<file path="src/rtl/control_sequencer.sv">
// -----------------------------------------------------------------------------
// control_sequencer
//
// Microcoded fetch/decode/execute controller for memory_system. It issues every
// datapath control signal and consumes the IR opcode and the ALU flags.
//
// Optional feature macro: CU_COND_JUMP_EN
//   defined   -> opcodes 5'h06 (JZ) and 5'h07 (JC) load PC from DPTR when
//                Z (resp. C), sampled in DEC, is set.
//   undefined -> 5'h06/5'h07 decode as NOP and the flag inputs are unused.
//
// Ports
//   clk, rst            rising-edge clock, synchronous active-high reset
//   run                 level; start/resume request
//   instruction[4:0]    IR opcode from the datapath, decoded in DEC
//   C, N, P, Z          ALU flags
//   ir_sclr, mar_sclr   synchronous clears of IR/MAR
//   enaf                flag update enable
//   selop[2:0]          ALU operation
//   shamt[1:0]          shift amount
//   bank_wr_en          register bank write enable
//   busB_addr[2:0]      register bank read address
//   busC_addr[2:0]      register bank write address
//   ir_en, mar_en,
//   mdr_en              register loads
//   wr_rdn              memory write (1) / read (0)
//   mdr_alu_n           MDR source: memory (1) / ALU (0)
//   halted              high in IDLE and HALT
//   state_m[3:0]        current state, for monitoring
//
// Timing: every output is a register. The control word belonging to a state is
// computed from the next state and loaded on the same edge that enters that
// state, so outputs and state_m always describe the same state; the datapath
// acts on the word at the following edge.
//
// Handshake: none. run is a level; a 0->1 transition seen against a registered
// copy of run is the only event that leaves HALT.
// -----------------------------------------------------------------------------
module control_sequencer #(
    parameter int         DATA_WIDTH = 8,
    parameter logic [2:0] PC_ADDR    = 3'd0,
    parameter logic [2:0] DPTR_ADDR  = 3'd1,
    parameter logic [2:0] ACC_ADDR   = 3'd3,
    parameter logic [2:0] A_ADDR     = 3'd7,
    parameter logic [2:0] OP_PASS    = 3'b000,
    parameter logic [2:0] OP_INC     = 3'b001,
    parameter logic [2:0] OP_ADD     = 3'b010,
    parameter logic [2:0] OP_SHL     = 3'b101
) (
    input  logic       clk,
    input  logic       rst,
    input  logic       run,
    input  logic [4:0] instruction,
    input  logic       C,
    input  logic       N,
    input  logic       P,
    input  logic       Z,
    output logic       ir_sclr,
    output logic       mar_sclr,
    output logic       enaf,
    output logic [2:0] selop,
    output logic [1:0] shamt,
    output logic       bank_wr_en,
    output logic [2:0] busB_addr,
    output logic [2:0] busC_addr,
    output logic       ir_en,
    output logic       mar_en,
    output logic       mdr_en,
    output logic       wr_rdn,
    output logic       mdr_alu_n,
    output logic       halted,
    output logic [3:0] state_m
);

    localparam logic [3:0] S_IDLE = 4'd0;
    localparam logic [3:0] S_INIT = 4'd1;
    localparam logic [3:0] S_F0   = 4'd2;
    localparam logic [3:0] S_F1   = 4'd3;
    localparam logic [3:0] S_F2   = 4'd4;
    localparam logic [3:0] S_DEC  = 4'd5;
    localparam logic [3:0] S_E0   = 4'd6;
    localparam logic [3:0] S_E1   = 4'd7;
    localparam logic [3:0] S_E2   = 4'd8;
    localparam logic [3:0] S_HALT = 4'd9;

    localparam logic [4:0] OPC_NOP   = 5'h00;
    localparam logic [4:0] OPC_MOVAA = 5'h01;   // MOV ACC,A
    localparam logic [4:0] OPC_MOVAC = 5'h02;   // MOV A,ACC
    localparam logic [4:0] OPC_ADD   = 5'h03;
    localparam logic [4:0] OPC_SHL   = 5'h04;
    localparam logic [4:0] OPC_ST    = 5'h05;
    localparam logic [4:0] OPC_HALT  = 5'h1F;
`ifdef CU_COND_JUMP_EN
    localparam logic [4:0] OPC_JZ    = 5'h06;
    localparam logic [4:0] OPC_JC    = 5'h07;
`endif

    logic [3:0] state;
    logic [3:0] next_state;
    logic       run_q;
    logic [4:0] op_q;
    logic [4:0] cur_op;

    logic       n_ir_sclr, n_mar_sclr, n_enaf, n_bank_wr_en;
    logic [2:0] n_selop, n_busB_addr, n_busC_addr;
    logic [1:0] n_shamt;
    logic       n_ir_en, n_mar_en, n_mdr_en, n_wr_rdn, n_mdr_alu_n, n_halted;

    // N and P have no consumer yet, and C/Z only feed the optional jumps.
    logic unused_inputs;
    assign unused_inputs = ^{C, N, P, Z} ^ (DATA_WIDTH == 0);

`ifdef CU_COND_JUMP_EN
    logic take_now;
    logic take_q;
    logic cur_take;
    // Flags are sampled in DEC only; the decision is held for E0.
    assign take_now = ((instruction == OPC_JZ) && Z) || ((instruction == OPC_JC) && C);
    assign cur_take = (state == S_DEC) ? take_now : take_q;
`endif

    // The opcode is live on the input during DEC and held in op_q afterwards.
    assign cur_op  = (state == S_DEC) ? instruction : op_q;
    assign state_m = state;

    always_comb begin
        next_state = state;
        case (state)
            S_IDLE: if (run) next_state = S_INIT;
            S_INIT: next_state = S_F0;
            S_F0:   next_state = S_F1;
            S_F1:   next_state = S_F2;
            S_F2:   next_state = S_DEC;
            S_DEC:  next_state = (instruction == OPC_HALT) ? S_HALT : S_E0;
            S_E0: begin
                if (op_q == OPC_ST) next_state = S_E1;
                else                next_state = run ? S_F0 : S_IDLE;
            end
            S_E1:   next_state = S_E2;
            S_E2:   next_state = run ? S_F0 : S_IDLE;
            S_HALT: if (run && !run_q) next_state = S_INIT;
            default: next_state = S_IDLE;
        endcase
    end

    // Control word of the state being entered.
    always_comb begin
        n_ir_sclr    = 1'b0;
        n_mar_sclr   = 1'b0;
        n_enaf       = 1'b0;
        n_selop      = 3'b000;
        n_shamt      = 2'b00;
        n_bank_wr_en = 1'b0;
        n_busB_addr  = 3'd0;
        n_busC_addr  = 3'd0;
        n_ir_en      = 1'b0;
        n_mar_en     = 1'b0;
        n_mdr_en     = 1'b0;
        n_wr_rdn     = 1'b0;
        n_mdr_alu_n  = 1'b0;
        n_halted     = (next_state == S_IDLE) || (next_state == S_HALT);
        case (next_state)
            S_INIT: begin
                n_ir_sclr  = 1'b1;
                n_mar_sclr = 1'b1;
            end
            S_F0: begin
                n_busB_addr = PC_ADDR;
                n_selop     = OP_PASS;
                n_mar_en    = 1'b1;
            end
            S_F1: begin
                // Memory read into MDR while PC is incremented in the bank.
                n_mdr_alu_n  = 1'b1;
                n_mdr_en     = 1'b1;
                n_busB_addr  = PC_ADDR;
                n_busC_addr  = PC_ADDR;
                n_selop      = OP_INC;
                n_bank_wr_en = 1'b1;
            end
            S_F2: n_ir_en = 1'b1;
            S_E0: begin
                case (cur_op)
                    OPC_MOVAA: begin
                        n_busB_addr  = A_ADDR;
                        n_busC_addr  = ACC_ADDR;
                        n_selop      = OP_PASS;
                        n_bank_wr_en = 1'b1;
                        n_enaf       = 1'b1;
                    end
                    OPC_MOVAC: begin
                        n_busB_addr  = ACC_ADDR;
                        n_busC_addr  = A_ADDR;
                        n_selop      = OP_PASS;
                        n_bank_wr_en = 1'b1;
                        n_enaf       = 1'b1;
                    end
                    OPC_ADD: begin
                        n_busB_addr  = A_ADDR;
                        n_busC_addr  = ACC_ADDR;
                        n_selop      = OP_ADD;
                        n_bank_wr_en = 1'b1;
                        n_enaf       = 1'b1;
                    end
                    OPC_SHL: begin
                        n_busB_addr  = ACC_ADDR;
                        n_busC_addr  = ACC_ADDR;
                        n_selop      = OP_SHL;
                        n_shamt      = 2'b01;
                        n_bank_wr_en = 1'b1;
                        n_enaf       = 1'b1;
                    end
                    OPC_ST: begin
                        n_busB_addr = DPTR_ADDR;
                        n_selop     = OP_PASS;
                        n_mar_en    = 1'b1;
                    end
`ifdef CU_COND_JUMP_EN
                    OPC_JZ, OPC_JC: begin
                        if (cur_take) begin
                            n_busB_addr  = DPTR_ADDR;
                            n_busC_addr  = PC_ADDR;
                            n_selop      = OP_PASS;
                            n_bank_wr_en = 1'b1;
                        end
                    end
`endif
                    OPC_NOP: ;
                    default: ;  // undefined opcodes behave as NOP
                endcase
            end
            S_E1: begin
                // Only ST reaches E1: ACC through the ALU into MDR.
                n_busB_addr = ACC_ADDR;
                n_selop     = OP_PASS;
                n_mdr_alu_n = 1'b0;
                n_mdr_en    = 1'b1;
            end
            S_E2: n_wr_rdn = 1'b1;
            default: ;
        endcase
    end

    always_ff @(posedge clk) begin
        if (rst) begin
            state      <= S_IDLE;
            run_q      <= 1'b0;
            op_q       <= OPC_NOP;
            ir_sclr    <= 1'b0;
            mar_sclr   <= 1'b0;
            enaf       <= 1'b0;
            selop      <= 3'b000;
            shamt      <= 2'b00;
            bank_wr_en <= 1'b0;
            busB_addr  <= 3'd0;
            busC_addr  <= 3'd0;
            ir_en      <= 1'b0;
            mar_en     <= 1'b0;
            mdr_en     <= 1'b0;
            wr_rdn     <= 1'b0;
            mdr_alu_n  <= 1'b0;
            halted     <= 1'b1;
        end else begin
            state      <= next_state;
            run_q      <= run;
            if (state == S_DEC) op_q <= instruction;
            ir_sclr    <= n_ir_sclr;
            mar_sclr   <= n_mar_sclr;
            enaf       <= n_enaf;
            selop      <= n_selop;
            shamt      <= n_shamt;
            bank_wr_en <= n_bank_wr_en;
            busB_addr  <= n_busB_addr;
            busC_addr  <= n_busC_addr;
            ir_en      <= n_ir_en;
            mar_en     <= n_mar_en;
            mdr_en     <= n_mdr_en;
            wr_rdn     <= n_wr_rdn;
            mdr_alu_n  <= n_mdr_alu_n;
            halted     <= n_halted;
        end
    end

`ifdef CU_COND_JUMP_EN
    always_ff @(posedge clk) begin
        if (rst)                 take_q <= 1'b0;
        else if (state == S_DEC) take_q <= take_now;
    end
`endif

endmodule
</file>
<file path="config.mk">
export PLATFORM = sky130hd
export DESIGN_NAME = control_sequencer
export DESIGN_NICKNAME = d
export VERILOG_FILES = /design/src/rtl/control_sequencer.sv
export SDC_FILE = /design/constraint.sdc
export NUM_CORES = 1
export LEC_CHECK = 0
export CORE_MARGIN = 4
export CORE_UTILIZATION = 40
export DETAILED_ROUTE_END_ITERATION = 8
export PLACE_DENSITY = 0.67
export SYNTH_ARGS = -nofsm -noshare
export SYNTH_HDL_FRONTEND = slang
export SYNTH_SLANG_ARGS = --single-unit
</file>
<file path="constraint.sdc">
create_clock -name clk -period 1.9 [get_ports clk]
set_clock_uncertainty 0.1 [all_clocks]
set_input_delay 0.285 -clock clk [delete_from_list [all_inputs] [get_ports clk]]
set_output_delay 0.285 -clock clk [all_outputs]
set_load 0.1 [all_outputs]
</file>
==> impl_metrics.yaml, run 1 <==
clock_network:
  cts_sinks: 28
  cts.path.max_buffers: 2
  tritoncts: "done"
  clkTransAtPathRegs_ns: 0.15
  ctsResizeCount: 0
  htreeDepth: 1
  ctsHoldBuffers: 0
  cts_buffers: 3
  clk-insertion-delay-late_ns: 0.32
  cts_root_buf: "clkbuf_4"
  post-cts-setup-buffers: 0
timing:
  hold_viol: 0
  finalCriticalPeriod_ns: 1.84
  setup_ws_ns: 0.0567
  final-setup-viol-count: 0
  drv_slew: 0
  max_freq_ghz: 0.543
  period_share: 0.970
synthesis:
  seq_area_frac_synth: 0.407
  syn_area_um2: 1380
  synth_nets: 169
  synth_edf_count: 0
  synthCells: 157
  async_flop_share: 0
  ys_types: 49
  yosysWarningCount: 0
  yosys_register_bits: 28
  syn_avg_cell_area_um2: 8.78
  ys.flop_type: "dfxtp_1"
floorplan:
  core_um2: 3340
  num_rows: 21
  fp.dieW_um: 66.7
  pin_count: 37
  die_y_um: 66.7
  die_area_um2: 4450
  start_util: 0.413
final_layout:
  nets: 210
  drive_above_1_share: 0.355
  synthToLayoutAreaGrowth_pct: 33.6
  instances_no_fill: 243
  antenna_cells: 0
  fin_area_um2: 1840
route:
  vias: 1253
  first_pass_iters: 4
  drtIter0Drc: 58
  routed_via_density: 5.16
  drcViolationCount: 0
  ant_nets: 0
  wl_per_cell_um: 14.0
  wirelength_um: 3410
place:
  post_dp_cell_area_um2: 1790
  port_buffers: 31
  hpwl_um: 2570
  place.gp.congestion: 0.901
  dp_slack_ns: -0.254
  dp.cells: 239
critical_path:
  critPathRequiredTime_ns: 2.04
  cp_max_fo: 12
  r2r-start: "state_m[2]$_SDFF_PP0_"
  crit_path_end_kind: "flip-flop"
  cp-start-kind: "flip-flop"
  arrival_ns: 1.98
  r2r_slack_ns: 0.06
  reg2reg_to: "selop[1]$_SDFF_PP0_"
  reg2reg_depth: 5
  path_class: "reg2reg"
hold_path:
  min_path_cells: 2
  worstHoldEndpoint: "op_q[3]$_SDFF_PP0_"
  worstHoldStart: "op_q[3]$_SDFF_PP0_"
  hold_class: "reg2reg"
run_status:
  status: "completed"
grt:
  grt_max_degree: 16
  grt_overflow_total: 0
  track_usage: 0.156
  grt_pass1_vias: 1239
  antenna_found_initial: 0
  grt_pass1_wl_um: 5510
pwr:
  p_leak_nw: 0.760
  powerDensity_nw_per_um2: 704
  ir_worst_vdd_mv: 0.370
job:
  drv_cap: 0
-- worst max-delay path: stages (launching register included) --
cell,delay (ns)
dfxtp_4,0.45
nor2b_4,0.19
o21ai_2,0.08
a31o_1,0.24
or3_4,0.43
nor4_4,0.27
-- cell type report --
type                       count  area [um^2]
tap                           46         57.6
fill                         304         1500
clock inverter                 1         3.75
inverter                       5         18.8
clock buffer                   3         22.5
multi-input combinational    109          713
sequential                    28          576
timing repair buffer          51          450
-- worst max path at each step --
| stage | end | slack, ns | depth (start not counted) | from |
|---|---|---|---|---|
| after detailed placement | selop[1]$_SDFF_PP0_ | -0.25 | 6 | run |
| after global routing | selop[1]$_SDFF_PP0_ | -0.02 | 5 | state_m[2]$_SDFF_PP0_ |
| after floorplan | selop[1]$_SDFF_PP0_ | -0.10 | 7 | state_m[2]$_SDFF_PP0_ |
| after global placement | selop[1]$_SDFF_PP0_ | -0.24 | 6 | run |
| after CTS | selop[1]$_SDFF_PP0_ | 0.02 | 5 | state_m[1]$_SDFF_PP0_ |
| final | selop[1]$_SDFF_PP0_ | 0.06 | 5 | state_m[2]$_SDFF_PP0_ |
-- cell families after synthesis --
logic type / after synthesis / synth area share
muxes: 1 / 0.00726
DFF: 28 / 0.407
xor gates and xnor gates: 2 / 0.0127
AOI/OAI and AO/OA: 34 / 0.161
other: 1 / 0.00272
and+or+nand+nor: 71 / 0.316
buffers and inverters: 20 / 0.0944
-- layer usage --
layer  GRT usage  vias to the layer above  wire (um)
met3      0.0354                        8        152
li1            -                      633          -
met4      0.0355                        0         59
met2       0.277                       35       1720
met5           0                        -          0
met1       0.191                      577       1480
-- state kept, by name, indices dropped and copies added, names as in the netlist --
signal	flops
halted	1
wr_rdn	1
mdr_alu_n	1
shamt	1
busC_addr	2
enaf	1
ir_en	1
busB_addr	3
mar_sclr	1
op_q	5
state_m	4
mdr_en	1
bank_wr_en	1
mar_en	1
run_q	1
selop	3
-- cells in the mapped netlist (2+ instances only) --
| cell type | count | area share |
|---|---|---|
| a21oi_1 | 13 | 0.047 |
| nand2b_1 | 3 | 0.014 |
| buf_4 | 5 | 0.027 |
| dfxtp_1 | 28 | 0.41 |
| nand3_1 | 3 | 0.011 |
| nor2_1 | 14 | 0.038 |
| a31oi_1 | 4 | 0.018 |
| xnor2_1 | 2 | 0.013 |
| o21ai_0 | 5 | 0.018 |
| nand3b_1 | 3 | 0.016 |
| buf_2 | 2 | 0.0073 |
| nor3_1 | 9 | 0.033 |
| buf_6 | 3 | 0.024 |
| or2_2 | 3 | 0.014 |
| nand2_1 | 11 | 0.030 |
| clkbuf_1 | 3 | 0.0082 |
| o211a_1 | 2 | 0.015 |
| nor3b_1 | 2 | 0.011 |
| nor2b_1 | 4 | 0.018 |
| inv_1 | 5 | 0.014 |
| a32oi_1 | 3 | 0.019 |
| and3_1 | 2 | 0.0091 |
| nand4b_1 | 2 | 0.013 |
-- cells in the final DEF (no fill, tap or decap), drive strengths merged, types with 2 or more instances in the layout --
cell type / n
a32oi: 3
clkbuf: 3
nor2b: 5
clkdlybuf4s50: 7
inv: 5
nor4: 2
a21oi: 13
or2: 3
and2b: 2
nand4b: 2
buf: 44
nand3b: 3
nor3b: 2
a31oi: 4
o21ai: 6
dfxtp: 28
xnor2: 2
and3: 3
nand4: 2
nand2b: 3
o211a: 2
nor2: 15
nand2: 11
a31o: 2
nand3: 3
nor3: 9
-- where the power goes --
part / switching (mW) / internal (mW)
clock network: 0.163 / 0.0769
registers: 0.0272 / 0.609
logic: 0.287 / 0.133
-- metrics by stage --
step	hold WS (ns)	setup TNS, ns	power, mW	util
CTS	0.448	0	1.29	0.546
global placement	0.415	-2.58	1.05	0.538
floorplan	0.313	-0.145	0.948	-
detailed placement	0.431	-2.85	1.06	0.538
global route	0.478	-0.0214	1.36	0.552
finish	0.450	0	1.30	0.552
No activity file was read; power rests on OpenSTA's default activity.
==> run 2: changes to the inputs <==
- SKIP_LAST_GASP: default -> 1
==> impl_metrics.yaml, run 2 (synthesis gave the netlist of run 1 again) <==
floorplan:
  start_util: 0.413
  die_y_um: 66.7
  num_rows: 21
  fp.dieW_um: 66.7
  die_area_um2: 4450
  pin_count: 37
  core_um2: 3340
route:
  ant_nets: 0
  vias: 1244
  wl_per_cell_um: 14.0
  wirelength_um: 3390
  drtIter0Drc: 58
  drcViolationCount: 0
  routed_via_density: 5.12
  first_pass_iters: 4
pwr:
  powerDensity_nw_per_um2: 705
  seq_power_share: 0.491
  p_leak_nw: 0.761
  net-switching-power_uw: 477
  ir_worst_vdd_mv: 0.370
  finalPower_mw: 1.30
  power_frac_clock: 0.186
  swShare: 0.368
  power_frac_comb: 0.323
  power.internal_uw: 819
timing:
  period_share: 0.974
  finalCriticalPeriod_ns: 1.85
  rsz0062_at_grt: "true"
  final-setup-viol-count: 0
  drv_slew: 0
  max_freq_ghz: 0.541
  hold_viol: 0
clock_network:
  tritoncts: "done"
  ctsHoldBuffers: 0
  cts_buffers: 3
  clkTransAtPathRegs_ns: 0.15
  cts_sinks: 28
  htreeDepth: 1
  cts.path.max_buffers: 2
  cts_root_buf: "clkbuf_4"
  clk-insertion-delay-late_ns: 0.32
hold_path:
  hold_class: "reg2reg"
  min_path_cells: 2
critical_path:
  cp-endpoint: "selop[1]$_SDFF_PP0_"
  crit_buf_inv: 0
  path_class: "reg2reg"
  crit_path_end_kind: "flip-flop"
  cp.depth: 5
  critPathMaxStageDelay_ns: 0.45
  reg2reg_to: "selop[1]$_SDFF_PP0_"
  cp-start-kind: "flip-flop"
  cp_max_fo: 12
  arrival_ns: 1.99
  r2r_slack_ns: 0.05
  critPathRequiredTime_ns: 2.04
  cp-startpoint: "state_m[2]$_SDFF_PP0_"
  cpMaxStageDelayCell: "or3_4"
  crit_chain: "nand2b_1 -> mux2i_1 -> a32oi_2 -> or3_4 -> nor4_4"
  reg2reg_depth: 5
  critPathTopFamily: "simple AND/OR/NAND/NOR gates"
  r2r-start: "state_m[2]$_SDFF_PP0_"
final_layout:
  nets: 210
  layout_common_cells: "buf_4 (40), dfxtp_1 (24), nor2_1 (14), a21oi_1 (13), nand2_1 (11)"
  finish.utilization: 0.551
  regMostFlops: "op_q"
  synthToLayoutAreaGrowth_pct: 33.3
  antenna_cells: 0
  drive_above_1_share: 0.350
  largest_reg_flops: 5
  final_common_cell: "buf_4"
grt:
  grt_max_degree: 16
  track_usage: 0.156
  grt_overflow_total: 0
  grt_pass1_wl_um: 5510
  antenna_found_initial: 0
  grt_pass1_vias: 1239
run_status:
  status: "completed"
place:
  hpwl_um: 2570
  port_buffers: 31
  place.gp.congestion: 0.901
job:
  drv_cap: 0
[run 2: changes by cell type in the layout (fill, tap and decap cells not counted)]
| cell | before | now |
|---|---|---|
| a21oi_2 | 1 | 0 |
| a21oi_1 | 12 | 13 |
[run 2: area by class of cell]
class	instances	area, um^2
Fill cell	302	1500
Multi-Input combinational cell	109	709
Sequential cell	28	576
Timing Repair Buffer	51	450
Tap cell	46	57.6
Clock buffer	3	22.5
Inverter	5	18.8
Clock inverter	1	3.75
[run 2: layer usage]
metal  wire, um  GRT usage
met5          0          0
met4         59     0.0355
met3        169     0.0354
met2       1680      0.277
met1       1480      0.191
[run 2: worst register-to-register path, stage by stage, from the launching register on]
cell and delay (ns):
dfxtp_4 0.42, nand2b_1 0.18, mux2i_1 0.18, a32oi_2 0.17, or3_4 0.45, nor4_4 0.27
[run 2: power groups by stage]
stage                     sequential, mW  combinational [mW]  clock (mW)
final                              0.636               0.419       0.241
after detailed placement           0.649               0.410           0
after CTS                          0.636               0.411       0.246
after global routing               0.640               0.440       0.278
after floorplan                    0.786               0.162           0
after global placement             0.647               0.407           0
[run 2: worst min-delay path by stage]
stage / start / to / slack (ns)
6_report: op_q[3]$_SDFF_PP0_ / op_q[3]$_SDFF_PP0_ / 0.45
5_1_grt: op_q[4]$_SDFF_PP0_ / op_q[4]$_SDFF_PP0_ / 0.48
4_1_cts: op_q[3]$_SDFF_PP0_ / op_q[3]$_SDFF_PP0_ / 0.45
3_5_place_dp: op_q[3]$_SDFF_PP0_ / op_q[3]$_SDFF_PP0_ / 0.43
3_3_place_gp: op_q[3]$_SDFF_PP0_ / op_q[3]$_SDFF_PP0_ / 0.42
2_1_floorplan: run / run_q$_SDFF_PP0_ / 0.31
[run 2: repair_timing]
action,CTS,global route
hold endpoints to repair,0,0
resized for setup,0,3
buffers inserted,0,0
endpoints found under the setup margin,0,7
[run 2: through the flow]
stage / std cells / hold WS (ns) / setup WS (ns) / instance area [um^2] / TNS, ns
5_1_grt: 243 / 0.478 / -0.0346 / 1840 / -0.0381
3_5_place_dp: 239 / 0.431 / -0.254 / 1790 / -2.85
3_3_place_gp: 239 / 0.415 / -0.244 / 1790 / -2.58
6_report: 243 / 0.450 / 0.0501 / 1840 / 0
2_1_floorplan: 157 / 0.313 / -0.102 / 1400 / -0.145
4_1_cts: 243 / 0.448 / 0.0207 / 1820 / 0
